==> src/rtl/adc_sched_pkg.sv <==
// Shared types and defaults for the ADC conversion scheduler.
package adc_sched_pkg;

  typedef enum logic [1:0] {
    ST_IDLE    = 2'd0,
    ST_SAMPLE  = 2'd1,
    ST_CONVERT = 2'd2,
    ST_RESPOND = 2'd3
  } state_t;

  localparam int unsigned DEF_SAMPLE_CYCLES  = 4;
  localparam int unsigned DEF_TIMEOUT_CYCLES = 64;

  // Channel index width; a single channel still needs one select bit.
  function automatic int unsigned idx_w(input int unsigned n);
    return (n > 1) ? 32'($clog2(n)) : 32'd1;
  endfunction

endpackage

==> src/rtl/adc_conv_scheduler_rr_arbiter.sv <==
// Round-robin arbiter: searches upward from the channel after 'last'.
module rr_arbiter
  import adc_sched_pkg::*;
#(
  parameter int unsigned N_CH = 4
) (
  input  logic [N_CH-1:0]          req,
  input  logic [idx_w(N_CH)-1:0]   last,
  output logic [N_CH-1:0]          grant_c,
  output logic [idx_w(N_CH)-1:0]   idx_c,
  output logic                     valid_c
);

  localparam int unsigned IDX_W = idx_w(N_CH);

  int unsigned w_pos;

  // First requester found after 'last' (wrapping) wins.
  always_comb begin
    grant_c = '0;
    idx_c   = '0;
    valid_c = 1'b0;
    w_pos   = 0;
    for (int unsigned i = 1; i <= N_CH; i++) begin
      w_pos = (32'(last) + i) % N_CH;
      if (!valid_c && req[IDX_W'(w_pos)]) begin
        valid_c               = 1'b1;
        idx_c                 = IDX_W'(w_pos);
        grant_c[IDX_W'(w_pos)] = 1'b1;
      end
    end
  end

endmodule

==> src/rtl/adc_conv_scheduler.sv <==
// Shares one SAR ADC among N_CH requesters: arbitrate, track, convert, respond.
// Optional conversion timeout with error reporting: define ADC_SCHED_TIMEOUT_EN.
module adc_conv_scheduler
  import adc_sched_pkg::*;
#(
  parameter int unsigned N_CH           = 4,
  parameter int unsigned N_BITS         = 10,
  parameter int unsigned SAMPLE_CYCLES  = DEF_SAMPLE_CYCLES,
  parameter int unsigned TIMEOUT_CYCLES = DEF_TIMEOUT_CYCLES
) (
  input  logic                    clk,
  input  logic                    reset,
  input  logic [N_CH-1:0]         req,
  output logic [N_CH-1:0]         grant,
  output logic [idx_w(N_CH)-1:0]  adc_sel,
  output logic                    adc_hold,
  input  logic                    adc_eoc,
  input  logic [N_BITS-1:0]       adc_result,
  output logic                    rsp_valid,
  input  logic                    rsp_ready,
  output logic [N_BITS-1:0]       rsp_data,
  output logic [idx_w(N_CH)-1:0]  rsp_ch,
  output logic                    busy
`ifdef ADC_SCHED_TIMEOUT_EN
  ,
  output logic                    err_timeout,
  output logic [7:0]              err_count
`endif
);

  localparam int unsigned IDX_W   = idx_w(N_CH);
  localparam int unsigned CNT_MAX = (SAMPLE_CYCLES > TIMEOUT_CYCLES) ? SAMPLE_CYCLES : TIMEOUT_CYCLES;
  localparam int unsigned CNT_W   = $clog2(CNT_MAX + 1);

  state_t             r_state;
  state_t             w_state_nxt;
  logic [CNT_W-1:0]   r_cnt;
  logic [IDX_W-1:0]   r_last;

  logic [N_CH-1:0]    w_arb_grant;
  logic [IDX_W-1:0]   w_arb_idx;
  logic               w_arb_valid;

  logic               w_sample_done;
  logic               w_eoc_hit;
  logic               w_timeout;
  logic               w_handshake;

  logic [N_CH-1:0]    w_grant_nxt;
  logic [IDX_W-1:0]   w_sel_nxt;
  logic               w_hold_nxt;
  logic               w_valid_nxt;
  logic [N_BITS-1:0]  w_data_nxt;
  logic [IDX_W-1:0]   w_ch_nxt;
  logic               w_busy_nxt;

  rr_arbiter #(.N_CH(N_CH)) u_arb (
    .req     (req),
    .last    (r_last),
    .grant_c (w_arb_grant),
    .idx_c   (w_arb_idx),
    .valid_c (w_arb_valid)
  );

  assign w_sample_done = (r_cnt == CNT_W'(SAMPLE_CYCLES - 1));
  assign w_eoc_hit     = (r_state == ST_CONVERT) && adc_eoc;
  assign w_handshake   = (r_state == ST_RESPOND) && rsp_ready;
`ifdef ADC_SCHED_TIMEOUT_EN
  assign w_timeout     = (r_state == ST_CONVERT) && !adc_eoc &&
                         (r_cnt == CNT_W'(TIMEOUT_CYCLES - 1));
`else
  assign w_timeout     = 1'b0;
`endif

  // State register.
  always_ff @(posedge clk) begin
    if (reset) r_state <= ST_IDLE;
    else       r_state <= w_state_nxt;
  end

  // Next-state logic; eoc only matters in CONVERT.
  always_comb begin
    w_state_nxt = r_state;
    case (r_state)
      ST_IDLE:    if (w_arb_valid)   w_state_nxt = ST_SAMPLE;
      ST_SAMPLE:  if (w_sample_done) w_state_nxt = ST_CONVERT;
      ST_CONVERT: begin
        if (adc_eoc)        w_state_nxt = ST_RESPOND;
        else if (w_timeout) w_state_nxt = ST_IDLE;
      end
      ST_RESPOND: if (rsp_ready)     w_state_nxt = ST_IDLE;
      default:                       w_state_nxt = ST_IDLE;
    endcase
  end

  // Next output values; grant only changes on arbitration or release.
  always_comb begin
    w_grant_nxt = grant;
    w_sel_nxt   = adc_sel;
    w_data_nxt  = rsp_data;
    w_ch_nxt    = rsp_ch;
    w_hold_nxt  = (w_state_nxt == ST_CONVERT);
    w_valid_nxt = (w_state_nxt == ST_RESPOND);
    w_busy_nxt  = (w_state_nxt != ST_IDLE);
    if (r_state == ST_IDLE && w_arb_valid) begin
      w_grant_nxt = w_arb_grant;
      w_sel_nxt   = w_arb_idx;
    end
    if (w_handshake || w_timeout) begin
      w_grant_nxt = '0;
    end
    if (w_eoc_hit) begin
      w_data_nxt = adc_result;
      w_ch_nxt   = adc_sel;
    end
  end

  // Output registers.
  always_ff @(posedge clk) begin
    if (reset) begin
      grant     <= '0;
      adc_sel   <= '0;
      adc_hold  <= 1'b0;
      rsp_valid <= 1'b0;
      rsp_data  <= '0;
      rsp_ch    <= '0;
      busy      <= 1'b0;
    end else begin
      grant     <= w_grant_nxt;
      adc_sel   <= w_sel_nxt;
      adc_hold  <= w_hold_nxt;
      rsp_valid <= w_valid_nxt;
      rsp_data  <= w_data_nxt;
      rsp_ch    <= w_ch_nxt;
      busy      <= w_busy_nxt;
    end
  end

  // Phase counter, cleared on every state change.
  always_ff @(posedge clk) begin
    if (reset || (w_state_nxt != r_state)) r_cnt <= '0;
    else if (r_cnt != CNT_W'(CNT_MAX))    r_cnt <= r_cnt + CNT_W'(1);
  end

  // Round-robin pointer advances when a grant is released (served or aborted).
  always_ff @(posedge clk) begin
    if (reset)                         r_last <= IDX_W'(N_CH - 1);
    else if (w_handshake || w_timeout) r_last <= adc_sel;
  end

`ifdef ADC_SCHED_TIMEOUT_EN
  // Abort pulse and saturating abort counter.
  always_ff @(posedge clk) begin
    if (reset) begin
      err_timeout <= 1'b0;
      err_count   <= 8'd0;
    end else begin
      err_timeout <= w_timeout;
      if (w_timeout && err_count != 8'hFF) err_count <= err_count + 8'd1;
    end
  end
`endif

endmodule

==> config.mk <==
export PLATFORM = sky130hd
export DESIGN_NAME = adc_conv_scheduler
export DESIGN_NICKNAME = d
export VERILOG_FILES = /design/src/rtl/adc_sched_pkg.sv /design/src/rtl/adc_conv_scheduler_rr_arbiter.sv /design/src/rtl/adc_conv_scheduler.sv
export SDC_FILE = /design/constraint.sdc
export NUM_CORES = 1
export LEC_CHECK = 0
export CORE_ASPECT_RATIO = 1.4
export CORE_MARGIN = 2
export CORE_UTILIZATION = 46
export DETAILED_ROUTE_END_ITERATION = 6
export GPL_TIMING_DRIVEN = 1
export PLACE_DENSITY = 0.76
export SYNTH_ARGS = -nofsm -noshare
export SYNTH_HDL_FRONTEND = slang
export SYNTH_HIERARCHICAL = 1
export SYNTH_SLANG_ARGS = --single-unit
==> constraint.sdc <==
create_clock -name clk -period 2.16 [get_ports clk]
set_input_delay 0.324 -clock clk [delete_from_list [all_inputs] [get_ports clk]]
set_output_delay 0.324 -clock clk [all_outputs]
set_load 0.02 [all_outputs]
; Word level (Yosys, flattened, before mapping)
; Cells that the tools add are included.
; W data, S select, Z words.
[word_totals]
register_bits = 32
[op_classes]
n_mux = 33
addsub = 5
n_reduce_logical = 17
bitwise_logic = 3
order_cmp = 8
eq_ne = 8
[ops]
columns = cell, n
row1 = $mux W2, 8
row2 = $mux W4, 4
row3 = $lt A2 B3 Y1 const B, 4
row4 = $mux W1, 12
row5 = $or A4 B4 Y4, 3
row6 = $logic_and A1 B1 Y1, 10
row7 = $bmux W1 S2, 4
row8 = $demux W1 S2, 4
row9 = $eq A2 B2 Y1 const B, 4
row10 = $ge A2 B1 Y1 const B, 4
row11 = $pmux W2 S4, 1
row12 = $add A7 B1 Y7 const B, 1
row13 = $eq A7 B2 Y1 const B, 1
row14 = $ne A7 B7 Y1 const B, 1
row15 = $add A2 B1 Y2 const B, 2
row16 = $add A2 B2 Y2 const B, 2
row17 = $logic_not A1 Y1, 3
row18 = $eq A2 B1 Y1 const B, 1
row19 = $logic_not A2 Y1, 1
row20 = $ne A2 B2 Y1, 1
row21 = $reduce_bool A2 Y1, 1
row22 = $reduce_or A2 Y1, 1
row23 = $logic_or A1 B1 Y1, 1

; Depth between registers and ports, before layout
[depth]
depth_word = 17
ltp_mapped = 10
mapped_depth_nobuf = 8

; By module
; Netlist, hierarchy kept.
[modules_own_cells]
columns = module, cells_per_inst, area_per_inst_um2, instances
row1 = adc_conv_scheduler, 132, 1303.8, 1
row2 = rr_arbiter, 68, 525.5, 1

; Worst setup path after synthesis
; No wires, ideal clock.
[synth_path]
path_kind = reg2reg
start = reg r_last[0]
end = reg grant[0]
path_stages_with_launch = 10
n_path_buf = 2
t_arrival_ps = 1932
synth_period_minus_slack_ps = 2051
required_ps = 2040
setup_slack_ps = 109
path_cell_list = dfxtp_1 -> buf_4 -> inv_2 -> ha_1 -> buf_6 -> mux2i_4 -> o21ai_1 -> a221o_1 -> mux2i_1 -> nor2_1
[synth_between]
elab_cells_between_ends = 50
[synth_lines]
columns = item, line
row1 = "start, declared", adc_conv_scheduler.sv:38  ; logic [IDX_W-1:0] r_last;
row2 = "start signal, assigned", adc_conv_scheduler.sv:147  ; if (reset) r_last <= IDX_W'(N_CH - 1);
row3 = "start signal, assigned", adc_conv_scheduler.sv:148  ; else if (w_handshake || w_timeout) r_last <= adc_sel;
row4 = branches (longest 12 deep; another with $lt A2 B3 Y1), n/a
row5 = $mux W4 *, adc_conv_scheduler_rr_arbiter.sv:26  ; if (!valid_c && req[IDX_W'(w_pos)]) begin
row6 = net w_arb_grant[0], adc_conv_scheduler.sv:40  ; logic [N_CH-1:0] w_arb_grant;
row7 = "end signal, assigned", adc_conv_scheduler.sv:129  ; grant <= w_grant_nxt;
row8 = "end, declared", adc_conv_scheduler.sv:14  ; output logic [N_CH-1:0] grant,
; Mark *: on every way through the listed nets, which the timed path passes. The select of a mux whose other input is x is not followed.
; A chain may end at the register's enable or synchronous reset.

; Worst setup path in the final report
[layout_path]
start = reg r_last[0]
end = reg grant[2]
; The elaborated chain is that of the path after synthesis.

==> flow_summary_export.csv <==
group,metric,value,unit
run_status,status,"finished, final reports clean",
place,gp_congestion,0.8878,
synth,synthTopCellsByArea,"dfxtp_1 35%, mux2i_1 12%, ha_1 6.8%",
synth,synth_fp_nets,228,
power_and_ir_drop,p_int,1.028,mW
power_and_ir_drop,p_leak,1.061,nW
synth,synth-simple-area-share,18.81,%
layout,fin_nets,279,
synth,synth-seq-cells,32,
drt,drt_wl_total,4023,um
synth,synth_fa_ha_area_share,6.840,%
critical_path,critPathArrivalTime,2.16,ns
clocking,htree_levels,2,
critical_path,crit_start,"r_last[0]$_SDFFE_PP1P_",
synth,synth_common_cells,"32 x dfxtp_1, 27 x nor2_1, 22 x mux2i_1",
critical_path,critPathCaptureType,"flop",
drt,drt_iter0_drc,75,
critical_path,cp_cell_sequence,"buf_4 -> mux4_2 -> nand2_1 -> o21ai_1 -> a221o_1 -> mux2i_1 -> nor2_1",
die,rows,27,
place,portBuffers,38,
power_and_ir_drop,vdd_ir_drop_max,0.5924,mV
power_and_ir_drop,seq_power_share,45.7,%
sta,worst_pin_slew,0.6003,ns
layout,final_area,0.002424,mm2
sta,slew_violations,0,
synth,synth_compound_area_share,17.99,%
power_and_ir_drop,p_per_area,552.5,mW/mm2
synth,synth_area_leader_cell,"dfxtp_1",
place,dpl_cell_area,0.002311,mm2
critical_path,path_class,"flop to flop",
clocking,cts_setup_buffers,0,
clocking,cts_resized,0,
synth,synthesis.area,0.001829,mm2
critical_path,crit_fanout,7,
die,die_area,0.004504,mm2
critical_path,reg2reg_to,"grant[2]$_SDFFE_PP0P_",
power_and_ir_drop,clockPowerShare,42.3,%
global_routing,grt_pass1_wl,6699,um
layout,multi_input_area,0.001090,mm2
clocking,numCtsBuffers,5,
clocking,clk_latency,0.29,ns
sta,setup_viol,0,
critical_path,crit_end,"grant[2]$_SDFFE_PP0P_",
synth,postSynthCellCount,200,
die,io_pins,39,
critical_path,cpPeakStageDelay,0.62,ns
drt,viasPerCell,5.492,
sta,rsz0062_at_grt,"false",
synth,synth-edff-count,0,
layout,regArea,641.9,um2
clocking,cts-root-buf,"clkbuf_8",
critical_path,r2r-start,"r_last[0]$_SDFFE_PP1P_",
synth,synth.distinct_cells,45,
synth,synth_top_family_by_area,"simple AND/OR/NAND/NOR gates",
sta,period_share,92.19,%
drt,drc,0,
synth,synth_ff_type,"dfxtp_1",
synth,ys_warn_count,6,
sta,finalHoldWorstSlack,0.5004,ns
flow_run,max_cap_viol_count,0,
layout,drive_gt1_share,15.48,%
critical_path,r2r_cells,7,
synth,synthMuxAreaShare,14.50,%
drt,vias,1620,
critical_path,critPathSlowestCell,"mux4_2",
power_and_ir_drop,switching_share,23.24,%
sta,slew_headroom,59.81,%
synth,ys_async_sr_fraction,0,%
power_and_ir_drop,p_comb_share,12.0,%
power_and_ir_drop,p_sw,0.3111,mW
global_routing,grt_pass1_vias,1533,
sta,max_freq,0.5022,GHz
global_routing,grt_max_degree,14,
sta,post-route-min-period,1.991,ns
synth,synthMostInstantiatedCell,"dfxtp_1",
clocking,cts.sinks,32,
sta,finalHoldViolCount,0,
worst_hold_path,hp-class,"flop to flop",
drt,postRouteAntennaNets,0,
drt,wire_per_inst,13.64,um
synth,synthDominantCellAreaShare,35.02,%
clocking,cts_tree,"built",
drt,first_pass_iters,4,
clocking,ctsHoldBuffers,0,
sta,worst_clock_skew,0.003760,ns
layout,antenna_cells,0,
power_and_ir_drop,p_total,1.339,mW
die,die_x,57.30,um
synth,syn_area_per_cell,9.146,um2
synth,synth.yosys.seq_area_share,35.02,%
die,start_util,47.09,%
layout,n_fill_cell,335,
critical_path,required,2.33,ns
place,dp_hpwl,3051,um
sta,setup_tns,0,ns
worst_hold_path,hp-start,"rsp_ch[1]$_SDFFE_PP0P_",
global_routing,gr-total-overflow,0,
die,coreArea,0.003885,mm2
clocking,clock_path_buffers,2,
layout,areaGrowthSynthToFinish,32.49,%
synth,synth_xor_area_share,1.436,%
global_routing,gr-usage-all-layers,18.77,%
critical_path,ff2ff_setup_slack,0.17,ns
clocking,cts.clk_slew.worst_paths,0.07,ns
critical_path,worst_setup_path_start_kind,"flop",
global_routing,antenna_found_initial,0,
die,die-height,78.62,um
[layer usage]
| layer | GRT usage [%] | part of all wire (%) | vias to the layer above | wire (um) |
|---|---|---|---|---|
| met1 | 20.35 | 40 | 766 | 1600 |
| met3 | 4.448 | 3.5 | 12 | 140 |
| li1 | - | - | 802 | - |
| met2 | 33.10 | 54 | 40 | 2172 |
| met4 | 9.767 | 2.7 | 0 | 110 |
| met5 | 0 | 0 | - | 0 |
[logic make-up after synthesis]
| kind of cell | Yosys count |
|---|---|
| xor+xnor | 3 |
| fa+ha+maj | 10 |
| flops | 32 |
| compound gates | 43 |
| simple gates | 71 |
| buf+inv | 17 |
| mux | 24 |
[critical path, delay by kind of cell, from the launching register on]
kind | cells | cell delay [ns]
mux | 2 | 0.78
flops | 1 | 0.40
compound gates | 2 | 0.33
simple gates | 2 | 0.19
buf+inv | 1 | 0.18
[worst min-delay path by stage]
stage / cells after the start / slack [ns] / to
floorplan: 2 / 0.47 / rsp_data[0]$_SDFFE_PP0P_
global placement: 2 / 0.47 / rsp_data[0]$_SDFFE_PP0P_
detailed placement: 2 / 0.49 / rsp_data[0]$_SDFFE_PP0P_
CTS: 2 / 0.51 / rsp_data[5]$_SDFFE_PP0P_
global route: 2 / 0.52 / rsp_ch[1]$_SDFFE_PP0P_
finish: 2 / 0.50 / rsp_ch[1]$_SDFFE_PP0P_
[cell usage in the layout (no fill, tap or decap), types with 2 or more instances in the layout]
cell,n
clkdlybuf4s50_1,38
dfxtp_1,31
nor2_1,27
mux2i_1,22
nand2_1,17
buf_4,16
ha_1,10
o21ai_0,9
inv_1,6
nand2b_1,5
a21oi_1,5
clkbuf_8,5
o21ai_1,5
nor2b_1,4
nand3_1,4
or3_1,4
a221o_1,4
nand3b_1,3
xor2_1,3
a22oi_1,2
a21oi_2,2
nor3_1,2
a211oi_1,2
a21boi_0,2
[registers in the layout (all words and copies together), names as in the netlist]
signal / count
adc_hold: 1
adc_sel: 2
busy: 1
grant: 4
r_cnt: 7
r_last: 2
r_state: 2
rsp_ch: 2
rsp_data: 10
rsp_valid: 1
[layout make-up]
type	count	share of cell area, %
sequential	32	26.48
tap	43	2.220
timing repair buffer	54	20.65
inverter	7	1.084
multi-input combinational	151	44.97
clock buffer	5	2.839
clock inverter	3	1.755
[through the flow]
stage	utilization (%)	instances	setup WS, ns
floorplan	-	200	0.1086
global placement	59.48	287	0.04546
detailed placement	59.48	287	-0.03567
CTS	62.35	295	0.06899
global route	62.38	295	0.05481
finish	62.38	295	0.1688
[power by group through the flow]
stage / logic [mW] / registers [mW] / clock network [mW]
3_3_place_gp: 0.159 / 0.625 / 0
4_1_cts: 0.161 / 0.612 / 0.578
6_report: 0.161 / 0.612 / 0.566
5_1_grt: 0.176 / 0.614 / 0.598
2_1_floorplan: 0.0862 / 0.629 / 0
3_5_place_dp: 0.160 / 0.625 / 0
(Power assumes the default switching activity.)
==> RTL edit (config.mk and constraints unchanged) <==
`rsp_data` no longer has a reset.
--- a/src/rtl/adc_conv_scheduler.sv
+++ b/src/rtl/adc_conv_scheduler.sv
@@ -122,7 +122,6 @@
       adc_sel   <= '0;
       adc_hold  <= 1'b0;
       rsp_valid <= 1'b0;
-      rsp_data  <= '0;
       rsp_ch    <= '0;
       busy      <= 1'b0;
     end else begin
@@ -130,10 +129,13 @@
       adc_sel   <= w_sel_nxt;
       adc_hold  <= w_hold_nxt;
       rsp_valid <= w_valid_nxt;
-      rsp_data  <= w_data_nxt;
       rsp_ch    <= w_ch_nxt;
       busy      <= w_busy_nxt;
     end
+  end
+
+  always_ff @(posedge clk) begin
+    rsp_data <= w_data_nxt;
   end
 
   // Phase counter, cleared on every state change.
Behaviour: differs if reset is asserted again (counterexample within 10 cycles, from zero or initial values and one cycle with reset high); with reset held inactive, the same outputs for 10 cycles.
==> RTL edit against the original RTL <==
- utilization increased by 0.99 points
- power is 6.5% lower
- hold slack better by 0.0023 ns
- sequential share of layout area grew 5.4 points
- clock skew grew 0.00072 ns
- cell area is 3.9% lower
- non-clock buffer count is 5 lower
- routed wire length grew 1.4%
- sequential cell count unchanged
- area after synthesis shrank 2.3%
- setup slack improved by 0.055 ns
- critical path type unchanged
- critical endpoint is now adc_sel[1]
- largest cell class unchanged
- largest power group unchanged
==> RTL edit: results (changes against the original RTL) <==
Routing
  – Drt first-iter violations: 102 (+36%)
  – WL per Instance: 15.1 µm (+11%)
  – Via density: 5.61 (+2.2%)
  – Pre-Repair DR Iteration Count: 6 (+2)

Placed design
  – Number of placed instances, taps included: 262 (-8.7%)
  – Routability Congestion: 0.891 (+0.34%)
  – Hpwl dp: 3220 µm (+5.7%)

Synthesis
  – Synth top area cells: sky130_fd_sc_hd__dfxtp_1 (25%), sky130_fd_sc_hd__edfxtp_1 (17%), sky130_fd_sc_hd__ha_1 (7.0%), sky130_fd_sc_hd__mux2i_1 (6.7%), sky130_fd_sc_hd__nand2_1 (3.6%)
  – Complex-gate fraction of the synthesized area: 18.4% (+0.43 points)
  – Post-Synth Adder-Cell Area: 7.00% (+0.16 points)
  – Fraction of synthesized cell area in xor and xnor cells: 1.47% (+0.034 points)
  – Main combinational cell family by area after synthesis: compound AO/OA/AOI/OAI gates
  – Number of flops mapped to enable cells by yosys: 10 (+10)
  – Multiplexer area fraction after synthesis: 9.24% (-5.3 points)
  – Share of the yosys chip area belonging to registers: 41.5% (+6.4 points)

Floorplan
  – Die footprint: 4410 µm² (-2.2%)

Setup path
  – Maximum single-stage delay on the critical path: 0.42 ns (-0.20 ns)
  – Largest driver fanout on the critical path: 8 (+1)
  – Worst path slowest cell: sky130_fd_sc_hd__dfxtp_2
  – CP delay by family, top: compound AO/OA/AOI/OAI gates

Cells and area
  – Multi-In Gates: 131 (-13%)
  – FILL cells: 311 (-7.2%)
  – Ratio of cells with drive above 1 in the final layout: 14.0% (-1.4 points)
  – Seq. cell area: 742 µm² (+16%)
  – Share of the final layout cell area in multi-input gates: 40.9% (-4.1 points)
  – Clock tree cell share of total cell area: 3.87% (-0.73 points)
  – Non-clock inverter instance count of the final layout: 8 (+1)
  – Area of the multi-input gates: 952 µm² (-13%)

Power
  – Leakage: 0.937 nW (-12%)
  – Maximum resistive drop on vdd: 0.494 mV (-17%)

Global routing
  – Met1 capacity usage during global routing: 20.5% (+0.16 points)
  – Fraction of met3 tracks used by global routing: 4.00% (-0.45 points)
  – Wire length of the first global-routing pass: 7010 µm (+4.6%)
  – Total Routing Usage GR: 20.4% (+1.6 points)
  – Vias in the first global route: 1,564 (+2.0%)

Timing
  – Post-route clock skew: 0.00448 ns (+0.000724 ns)

Status
  – Result of the run: completed
-- RTL edit: cell count changes in the layout (fill, tap and decap cells not counted), sizes merged, moves of 3 or more --
| cell | unedited run | this run |
|---|---|---|
| dfxtp | 32 | 22 |
| edfxtp | 0 | 10 |
| mux2i | 23 | 13 |
| nor2 | 28 | 18 |
| buf | 16 | 11 |
| clkbuf | 5 | 8 |
-- RTL edit: what timing repair did --
action / in CTS / in global routing
gates resized for setup: 0 / 1
endpoints found under the setup margin: 0 / 5
hold buffers: 0 / 0
-- RTL edit: cell families (layout without fill, tap and decap cells) --
kind of cell               after synthesis  after routing
AOI/OAI and AO/OA                       43             43
xor gates and xnor gates                 3              3
adders and majority gates               10             10
buffers and inverters                   16             65
DFF                                     32             32
muxes                                   14             14
and+or+nand+nor                         61             61
-- RTL edit: worst paths after layout --
| check | from | endpoint | slack, ns | cells past startpoint |
|---|---|---|---|---|
| setup / recovery | r_last[0] | adc_sel[1] | 0.22 | 8 |
| hold / removal | rsp_ch[1] | rsp_ch[1] | 0.50 | 2 |
| setup reg to reg | r_last[0] | adc_sel[1] | 0.22 | 8 |
| hold reg to reg | rsp_ch[1] | rsp_ch[1] | 0.50 | 2 |
-- RTL edit: report_power, final --
group	leakage, nW	total [mW]	internal [mW]	switching (mW)
clock network	0.0455	0.456	0.259	0.196
registers	0.268	0.642	0.631	0.0111
logic	0.623	0.155	0.0819	0.0728
total	0.937	1.25	0.972	0.280
-- RTL edit: metal layers --
metal | part of all wire (%) | up-vias | wire (µm)
li1 | - | 735 | -
met1 | 37 | 721 | 1490
met2 | 57 | 48 | 2310
met3 | 4.3 | 11 | 177
met4 | 2.5 | 0 | 102
met5 | 0 | - | 0
